`config.mk`:
```
export PLATFORM = sky130hd
export DESIGN_NAME = jt12_exp_arb_flat
export DESIGN_NICKNAME = d
export VERILOG_FILES = /design/src/rtl/jt12_exp_arb_if.sv /design/src/rtl/jt12_exp_arb.sv /design/src/flat_wrapper.sv
export SDC_FILE = /design/constraint.sdc
export NUM_CORES = 1
export LEC_CHECK = 0
export ABC_CLOCK_PERIOD_IN_PS = 5100
export CORE_UTILIZATION = 46
export CTS_BUF_LIST = sky130_fd_sc_hd__clkbuf_8 sky130_fd_sc_hd__clkbuf_16
export DETAILED_ROUTE_END_ITERATION = 8
export PLACE_DENSITY = 0.85
export RECOVER_POWER = 100
export SLEW_MARGIN = 25
export SYNTH_ARGS = -nofsm -noshare
export SYNTH_HDL_FRONTEND = slang
export SYNTH_SLANG_ARGS = --single-unit
export TNS_END_PERCENT = 30
```
`constraint.sdc`:
```
create_clock -name clk -period 5.1 [get_ports clk]
set_input_delay 1.53 -clock clk [delete_from_list [all_inputs] [get_ports clk]]
set_output_delay 1.53 -clock clk [all_outputs]
set_load 0.01 [all_outputs]
```
`src/rtl/jt12_exp_arb_if.sv`:
```
// Requester-side bus of the exponent ROM arbiter.
// master: requester side (drives req/addr_in, receives grants and results).
// slave : arbiter side.
interface jt12_exp_arb_if #(
    parameter int N      = 4,
    parameter int ADDR_W = 8,
    parameter int DATA_W = 10
);
    logic [N-1:0]        req;
    logic [N*ADDR_W-1:0] addr_in;
    logic [N-1:0]        gnt;
    logic [N-1:0]        rsp_valid;
    logic [DATA_W-1:0]   rsp_data;

    modport master (
        output req, addr_in,
        input  gnt, rsp_valid, rsp_data
    );

    modport slave (
        input  req, addr_in,
        output gnt, rsp_valid, rsp_data
    );
endinterface

```
`src/rtl/jt12_exp_arb.sv`:
```
// Arbiter sharing one jt12_exprom lookup port between N requesters.
// Select -> ROM read -> response, a fixed 3-stage shift with no stalls.
// Results return tagged with a one-hot rsp_valid to the issuing requester.
// Build option: JT12_EXP_ARB_FIXPRIO_EN selects fixed priority (lowest index
// wins, no rotation pointer); undefined gives round-robin.
module jt12_exp_arb #(
    parameter int N      = 4,
    parameter int ADDR_W = 8,
    parameter int DATA_W = 10
) (
    input  logic              clk,
    input  logic              rst_n,
    input  logic              clk_en,
    jt12_exp_arb_if.slave     bus,
    output logic [ADDR_W-1:0] rom_addr,
    input  logic [DATA_W-1:0] rom_data
);
    localparam int IDX_W = $clog2(N);
    localparam logic [N-1:0] ONE = {{(N-1){1'b0}}, 1'b1};

    logic [N-1:0]     elig;
    logic             found;
    logic [IDX_W-1:0] win;
    int               idx;

    logic             s1_vld, s2_vld;
    logic [IDX_W-1:0] s1_id, s2_id;

`ifndef JT12_EXP_ARB_FIXPRIO_EN
    logic [IDX_W-1:0] last;
`endif

    // A requester whose grant is still visible is not yet done holding req.
    assign elig = bus.req & ~bus.gnt;

    // Winner search: first eligible requester after the last winner (or from 0).
    always_comb begin
        found = 1'b0;
        win   = '0;
        idx   = 0;
        for (int k = 0; k < N; k++) begin
`ifdef JT12_EXP_ARB_FIXPRIO_EN
            idx = k;
`else
            idx = int'(last) + 1 + k;
            if (idx >= N) idx = idx - N;
`endif
            if (!found && elig[IDX_W'(idx)]) begin
                found = 1'b1;
                win   = IDX_W'(idx);
            end
        end
    end

    // Select stage: issue grant and ROM address, open a pipeline slot.
    always_ff @(posedge clk) begin
        if (!rst_n) begin
            bus.gnt  <= '0;
            rom_addr <= '0;
            s1_vld   <= 1'b0;
            s1_id    <= '0;
`ifndef JT12_EXP_ARB_FIXPRIO_EN
            last     <= IDX_W'(N-1);
`endif
        end else if (clk_en) begin
            if (found) begin
                bus.gnt  <= ONE << win;
                rom_addr <= bus.addr_in[int'(win)*ADDR_W +: ADDR_W];
                s1_vld   <= 1'b1;
                s1_id    <= win;
`ifndef JT12_EXP_ARB_FIXPRIO_EN
                last     <= win;
`endif
            end else begin
                bus.gnt <= '0;
                s1_vld  <= 1'b0;
            end
        end
    end

    // ROM read stage: the ROM registers its output while the tag follows along.
    always_ff @(posedge clk) begin
        if (!rst_n) begin
            s2_vld <= 1'b0;
            s2_id  <= '0;
        end else if (clk_en) begin
            s2_vld <= s1_vld;
            s2_id  <= s1_id;
        end
    end

    // Response stage: capture ROM data and steer the one-hot valid to its owner.
    always_ff @(posedge clk) begin
        if (!rst_n) begin
            bus.rsp_valid <= '0;
            bus.rsp_data  <= '0;
        end else if (clk_en) begin
            bus.rsp_valid <= s2_vld ? (ONE << s2_id) : '0;
            if (s2_vld) bus.rsp_data <= rom_data;
        end
    end
endmodule
```
`src/flat_wrapper.sv`:
```
// flat-port wrapper written by rule: the top's interface ports become plain ports
module jt12_exp_arb_flat 
#(
    parameter int N      = 4,
    parameter int ADDR_W = 8,
    parameter int DATA_W = 10
)
  (clk, rst_n, clk_en, rom_addr, rom_data, bus_req, bus_addr_in, bus_gnt, bus_rsp_valid, bus_rsp_data);
  jt12_exp_arb_if #(.N(N), .ADDR_W(ADDR_W), .DATA_W(DATA_W)) bus_i ();
  input  logic clk;
  input  logic rst_n;
  input  logic clk_en;
  output logic [ADDR_W-1:0] rom_addr;
  input  logic [DATA_W-1:0] rom_data;
  input wire logic [$bits(bus_i.req)-1:0] bus_req;
  input wire logic [$bits(bus_i.addr_in)-1:0] bus_addr_in;
  output wire logic [$bits(bus_i.gnt)-1:0] bus_gnt;
  output wire logic [$bits(bus_i.rsp_valid)-1:0] bus_rsp_valid;
  output wire logic [$bits(bus_i.rsp_data)-1:0] bus_rsp_data;
  assign bus_i.req = bus_req;
  assign bus_i.addr_in = bus_addr_in;
  assign bus_gnt = bus_i.gnt;
  assign bus_rsp_valid = bus_i.rsp_valid;
  assign bus_rsp_data = bus_i.rsp_data;
  jt12_exp_arb #(.N(N), .ADDR_W(ADDR_W), .DATA_W(DATA_W)) u_core (.clk(clk), .rst_n(rst_n), .clk_en(clk_en), .bus(bus_i), .rom_addr(rom_addr), .rom_data(rom_data));
endmodule
```
==> summary.txt, run 1 <==
Die
  • Core area: 0.003716 mm²
  • Chip height: 64.50 µm
  • Die footprint: 0.004160 mm²
  • Die Wd: 64.50 µm
  • FP Rows: 22
  • Ports: 75
  • Initial Util: 0.4835

Worst setup path
  • Crit end category: flop
  • CP delay by family, top: compound AO/OA/AOI/OAI gates
  • Worst Path Max Fanout: 16
  • CP Launch Type: primary input
  • Critical path class: in2reg
  • Critical path arrival: 3.99 ns
  • Critical path data required time: 5.26 ns
  • R2R Path End: u_core.rom_addr[0]
  • Number of buffers and inverters on the critical path: 1
  • CP Cell Sequence: dlygate4sd3_1, nor2b_1, o41a_1, nand3_1, a221oi_1, a211oi_2
  • Crit. Startpoint: bus_req[1]
  • R2r setup slk: 2.80 ns
  • Slowest cell on crit path: dlygate4sd3_1
  • R2R depth: 5
  • Worst setup path endpoint: u_core.rom_addr[0]
  • Reg2reg start: u_core.bus.gnt[0]
  • CP Depth: 6
  • Slowest Stage Delay on Critical Path: 0.59 ns

Timing
  • Final TNS setup: 0 ns
  • Clock Skews: 0.003913 ns
  • Max-slew violation count: 0
  • Hold Violations, Final: 0
  • Unrepaired setup endpoints after global routing: false
  • Min Tclk post-route: 3.832 ns
  • Relative slew slack: 0.3342
  • Slew @ Worst Pin: 0.9954 ns
  • Final period util: 0.7513
  • Final-report setup violation count: 0
  • Peak Freq: 261.0 MHz

Routing
  • Detailed Route Iter0 Violations: 53
  • DR vias/cell: 5.302
  • WL/cell: 14.28 µm
  • Antenna viol nets, final: 0
  • Initial DRT Pass Iterations: 4
  • Post-route DRC: 0
  • Routed WL: 4214 µm
  • Via count: 1564

Global route
  • Initial antenna violation count: 0
  • First-pass GRT wire length: 7031 µm
  • Pin count of the biggest net entering global routing: 35
  • Gr usage total: 0.2167
  • Total congestion overflow: 0
  • Vias in the first global route: 1564

CTS
  • Num CTS Buffers: 5
  • Worst-path clk slew: 0.07 ns
  • # clock sinks: 34
  • Post-CTS Setup Inserts: 0
  • CTS tree: yes
  • Clock latency at the later pin of the worst-skew pair: 0.28 ns
  • H-tree levels: 2
  • Post-CTS Resized: 0
  • # hold bufs at CTS: 0
  • CTS Root Cell: clkbuf_8
  • Clock Path Buffers: 2

Synthesis
  • Mapped Area: 0.001797 mm²
  • Post-synthesis sequential area ratio: 0.3788
  • FF+latch count, synth: 34
  • Syn_area_per_cell: 10.33 µm²
  • Post-synth top area share: 0.3788
  • Leading post-synthesis cells by cell area: dfxtp_1 (38%), mux2i_1 (6.7%), a21boi_0 (5.8%)
  • Syn Nets: 223
  • Gate count after technology mapping: 174
  • Post-synth top area cell: dfxtp_1
  • Synth Warn #: 0
  • Library cells used by synthesis: 39

Finish
  • Fillers: 314
  • Layout cells sized above 1: 0.1093
  • Antenna cells: 0
  • Fin util: 0.6966
  • Layout area overhead: 44.08%
  • Final nets: 296
  • Non-filler cells, final: 295

Pwr
  • Final Total Pwr: 720.6 µW
  • Static leakage: 1.002 nW
  • Max IR drop VDD: 0.1618 mV
  • Power Density: 278.3 mW/mm²

Min path
  • Hold Path Class: reg2reg

Placed design
  • Port Buf Inserts: 74
  • Final Wtd Congestion: 0.7685
  • Post-detail-place hpwl: 2937 µm
  • DP Cell Count: 288

Status
  • Status: finished clean

Job
  • Max-cap viol count: 0
-- logic make-up after synthesis --
logic type,Yosys count,synth area share
buf+inv,13,0.04527
mux,12,0.06686
compound gates,57,0.3099
flops,34,0.3788
simple gates,58,0.1992
-- cell usage after synthesis, drive strengths merged --
| library cell | instances |
|---|---|
| o2111ai | 1 |
| o211ai | 1 |
| nor2b | 10 |
| a21boi | 17 |
| o21ai | 9 |
| nor4bb | 1 |
| o221ai | 3 |
| o41a | 1 |
| or2b | 1 |
| and2 | 11 |
| nand4b | 2 |
| and2b | 1 |
| o21a | 2 |
| dfxtp | 34 |
| a21bo | 1 |
| o32a | 1 |
| nand3 | 1 |
| a21oi | 2 |
| nand2 | 24 |
| mux2i | 12 |
| o22ai | 2 |
| nand2b | 6 |
| buf | 5 |
| a211oi | 8 |
| a221oi | 8 |
| inv | 3 |
| a211o | 1 |
| nand4 | 1 |
| clkbuf | 5 |
-- where the power goes --
part | switching (mW) | internal [mW] | total [mW]
Combinational | 0.0798 | 0.0953 | 0.175
Sequential | 0.0125 | 0.283 | 0.295
Clock | 0.0941 | 0.156 | 0.250
Total | 0.186 | 0.534 | 0.721
-- through the flow --
stage / area (µm²) / hold WS, ns / setup WS [ns]
2_1_floorplan: 1797 / 0.4479 / 2.363
3_3_place_gp: 2542 / 0.4544 / 1.593
4_1_cts: 2655 / 0.4755 / 1.826
5_1_grt: 2589 / 0.5022 / 1.019
6_report: 2589 / 0.4657 / 1.268
3_5_place_dp: 2542 / 0.4662 / 1.546
-- state kept, by name, summed over array words and instances (netlist names) --
signal                cells
u_core.bus.rsp_data      10
u_core.rom_addr           8
u_core.bus.gnt            4
u_core.bus.rsp_valid      4
u_core.last               2
u_core.s1_id              2
u_core.s2_id              2
u_core.s1_vld             1
u_core.s2_vld             1
-- routing by layer --
| metal | vias up | track usage | share of wire |
|---|---|---|---|
| met5 | - | 0 | 0 |
| met4 | 0 | 0.09722 | 0.017 |
| met3 | 8 | 0.04049 | 0.041 |
| met2 | 44 | 0.3737 | 0.49 |
| met1 | 733 | 0.2595 | 0.45 |
| li1 | 779 | - | - |
-- cells in the final DEF, fill, tap and decap left out, types with 2 or more instances in the layout --
master / n
clkdlybuf4s50_1: 46
nor2b_1: 8
nand2_1: 23
nand4b_1: 2
dfxtp_1: 34
o21ai_0: 9
a211oi_2: 7
inv_1: 3
and2_1: 10
mux2i_1: 12
nor2b_4: 2
nand2b_1: 4
clkbuf_8: 6
o221ai_2: 3
dlygate4sd3_1: 28
a221oi_1: 8
buf_4: 2
a21oi_1: 2
o22ai_1: 2
o21a_1: 2
nand2b_4: 2
a21boi_1: 2
a21boi_0: 14
-- area by class of cell --
type / count / area, µm² / share of cell area
Sequential cell: 34 / 680.7 / 0.2629
Multi-Input combinational cell: 127 / 968.4 / 0.3741
Timing Repair Buffer: 76 / 755.7 / 0.2919
Tap cell: 48 / 60.06 / 0.02320
Clock buffer: 6 / 82.58 / 0.03190
Clock inverter: 1 / 30.03 / 0.01160
Inverter: 3 / 11.26 / 0.004350
-- how the worst min path moves through the flow --
stage                                       from                     end  slack (ns)  cells after the start
final                     u_core.bus.rsp_data[1]  u_core.bus.rsp_data[1]        0.47                      2
after global routing      u_core.bus.rsp_data[6]  u_core.bus.rsp_data[6]        0.50                      2
after CTS                 u_core.bus.rsp_data[1]  u_core.bus.rsp_data[1]        0.48                      2
after detailed placement  u_core.bus.rsp_data[1]  u_core.bus.rsp_data[1]        0.47                      2
after global placement    u_core.bus.rsp_data[7]  u_core.bus.rsp_data[7]        0.45                      2
after floorplan                  u_core.s1_id[1]         u_core.s1_id[1]        0.45                      2
-- worst min-delay path, cell delays in order, from the launching register on --
cell and delay (ns):
dfxtp_1 0.31, nand2_1 0.04, a21boi_0 0.06
(Power assumes the default switching activity.)
==> run 2, diff against run 1 <==
ABC_CLOCK_PERIOD_IN_PS = 3860   (was 5100)
CORE_UTILIZATION = 43   (was 46)
PLACE_DENSITY = 0.81   (was 0.85)
clock period = 3.86 ns   (was 5.1 ns; I/O delays follow)
==> summary.txt, run 2 (same netlist as run 1, synthesis figures left out) <==
Status
  • Status: finished clean

Min path
  • Hold Path Class: reg2reg
  • Hold-critical path depth: 2 (unchanged)

Finish
  • Commonest cells after routing, fill and taps aside: clkdlybuf4s50_1 (46), dfxtp_1 (34), dlygate4sd3_1 (28), nand2_1 (23), a21boi_0 (14)
  • Leading cell type in the layout, fill and taps excluded: clkdlybuf4s50_1
  • Layout cells sized above 1: 0.1134 (+0.004049)
  • Largest regs: u_core.bus.rsp_data x10, u_core.rom_addr x8
  • Layout area overhead: 45.54%
  • Max FFs per register: 10 (unchanged)
  • Largest Register: u_core.bus.rsp_data
  • Final nets: 296 (unchanged)
  • Antenna cells: 0 (unchanged)

Die
  • Chip height: 66.64 µm (+3.3%)
  • Ports: 75 (unchanged)
  • FP Rows: 23 (+4.5%)
  • Die footprint: 0.004441 mm² (+6.8%)
  • Initial Util: 0.4492 (-0.03433)
  • Core area: 0.004000 mm² (+7.6%)
  • Die Wd: 66.64 µm (+3.3%)

Routing
  • Antenna viol nets, final: 0 (unchanged)
  • Detailed Route Iter0 Violations: 27 (-49%)
  • Via count: 1569 (+0.32%)
  • Post-route DRC: 0 (unchanged)
  • WL/cell: 14.27 µm (-0.13%)
  • Routed WL: 4237 µm (+0.55%)
  • Initial DRT Pass Iterations: 4 (unchanged)
  • DR vias/cell: 5.283 (-0.36%)

Placed design
  • Post-detail-place hpwl: 2999 µm (+2.1%)
  • Port Buf Inserts: 74 (unchanged)
  • Final Wtd Congestion: 0.7774 (+1.2%)

Worst setup path
  • CP Cell Sequence: dlygate4sd3_1, clkbuf_1, o41a_4, nand3_4, a221oi_1, a211oi_2
  • Crit. Startpoint: clk_en
  • Worst setup path endpoint: u_core.rom_addr[1]
  • Slowest cell on crit path: clkbuf_1
  • Slowest Stage Delay on Critical Path: 0.63 ns (+0.04 ns)
  • Crit end category: flop
  • R2R Path End: u_core.rom_addr[3]
  • CP Depth: 6 (unchanged)
  • R2R depth: 5 (unchanged)
  • Worst Path Max Fanout: 20 (+4)
  • Reg2reg start: u_core.bus.gnt[1]
  • Number of buffers and inverters on the critical path: 2 (+1)
  • R2r setup slk: 1.98 ns (-0.82 ns)
  • Critical path class: in2reg
  • Critical path data required time: 4.02 ns (-1.24 ns)
  • CP delay by family, top: buffers and inverters
  • CP Launch Type: primary input
  • Critical path arrival: 3.38 ns (-0.61 ns)

Timing
  • Final period util: 0.8344
  • Max-slew violation count: 0 (unchanged)
  • Final-report setup violation count: 0 (unchanged)
  • Relative slew slack: 0.4407 (+0.1065)
  • Unrepaired setup endpoints after global routing: false
  • Hold Violations, Final: 0 (unchanged)
  • Clock Skews: 0.003923 ns (+0.00001068 ns)
  • Final hold slack: 0.4616 ns (-0.004180 ns)
  • Final TNS setup: 0 ns (unchanged)
  • Peak Freq: 310.5 MHz
  • Slew @ Worst Pin: 0.8390 ns (-0.1564 ns)
  • Min Tclk post-route: 3.221 ns

CTS
  • Num CTS Buffers: 5 (unchanged)
  • Clock latency at the later pin of the worst-skew pair: 0.28 ns (about the same)
  • CTS tree: yes
  • # clock sinks: 34 (unchanged)
  • Worst-path clk slew: 0.07 ns (about the same)
  • H-tree levels: 2 (unchanged)
  • CTS Root Cell: clkbuf_8
  • Post-CTS Setup Inserts: 0 (unchanged)
  • # hold bufs at CTS: 0 (unchanged)
  • Clock Path Buffers: 2 (unchanged)
  • Post-CTS Resized: 0 (unchanged)

Pwr
  • Max IR drop VDD: 0.2368 mV (+46%)
  • Static leakage: 1.007 nW (+0.51%)
  • Power Density: 367.8 mW/mm² (+32%)
  • Final Total Pwr: 961.7 µW (+33%)

Job
  • Max-cap viol count: 0 (unchanged)

Global route
  • First-pass GRT wire length: 6927 µm (-1.5%)
  • Total congestion overflow: 0 (unchanged)
  • Pin count of the biggest net entering global routing: 24 (-31%)
  • Initial antenna violation count: 0 (unchanged)
  • Gr usage total: 0.2072 (-0.009431)
  • Vias in the first global route: 1434 (-8.3%)
run 2: cell types whose count changed in the layout (fill, tap and decap cells not counted), moves of 2 or more:
cell      change
a221oi_1      -4
clkbuf_1      +2
buf_4         -2
a211oi_1      +4
a221oi_2      +4
a211oi_2      -4
run 2: power breakdown:
group / leakage (nW) / switching (mW) / internal (mW)
Combinational: 0.672 / 0.110 / 0.126
Sequential: 0.278 / 0.0166 / 0.373
Clock: 0.0573 / 0.130 / 0.207
run 2: worst min-delay path, cell delays in order (launching register included):
cell and delay (ns):
dfxtp_1 0.31, nand2_1 0.04, a21boi_0 0.06
run 2: worst min-delay path by stage:
stage                                      start                      to
after CTS                 u_core.bus.rsp_data[3]  u_core.bus.rsp_data[3]
final                     u_core.bus.rsp_data[6]  u_core.bus.rsp_data[6]
after global placement    u_core.bus.rsp_data[6]  u_core.bus.rsp_data[6]
after detailed placement  u_core.bus.rsp_data[3]  u_core.bus.rsp_data[3]
after global routing      u_core.bus.rsp_data[1]  u_core.bus.rsp_data[1]
after floorplan                  u_core.s1_id[1]         u_core.s1_id[1]
run 2: layer usage:
layer  vias to the layer above  track usage  wire [µm]
li1                        786            -          -
met1                       732       0.2691       1968
met2                        45       0.3295       2001
met3                         6      0.05137        206
met4                         0      0.07181         59
met5                         -            0          0
run 2: final cells by class:
class / instances / area [µm²]
Tap cell: 50 / 62.56
Clock inverter: 1 / 30.03
Sequential cell: 34 / 680.7
Inverter: 3 / 11.26
Clock buffer: 6 / 82.58
Multi-Input combinational cell: 127 / 999.7
Timing Repair Buffer: 76 / 748.2
Fill cell: 367 / 1385
run 2: metrics by stage:
stage / cells / utilization / worst slack, ns / area [µm²]
3_5_place_dp: 290 / 0.6372 / 0.6718 / 2549
2_1_floorplan: 174 / - / 1.495 / 1797
3_3_place_gp: 290 / 0.6362 / 0.3388 / 2545
4_1_cts: 297 / 0.6653 / 0.9613 / 2661
5_1_grt: 297 / 0.6537 / 0.5224 / 2615
6_report: 297 / 0.6537 / 0.6391 / 2615
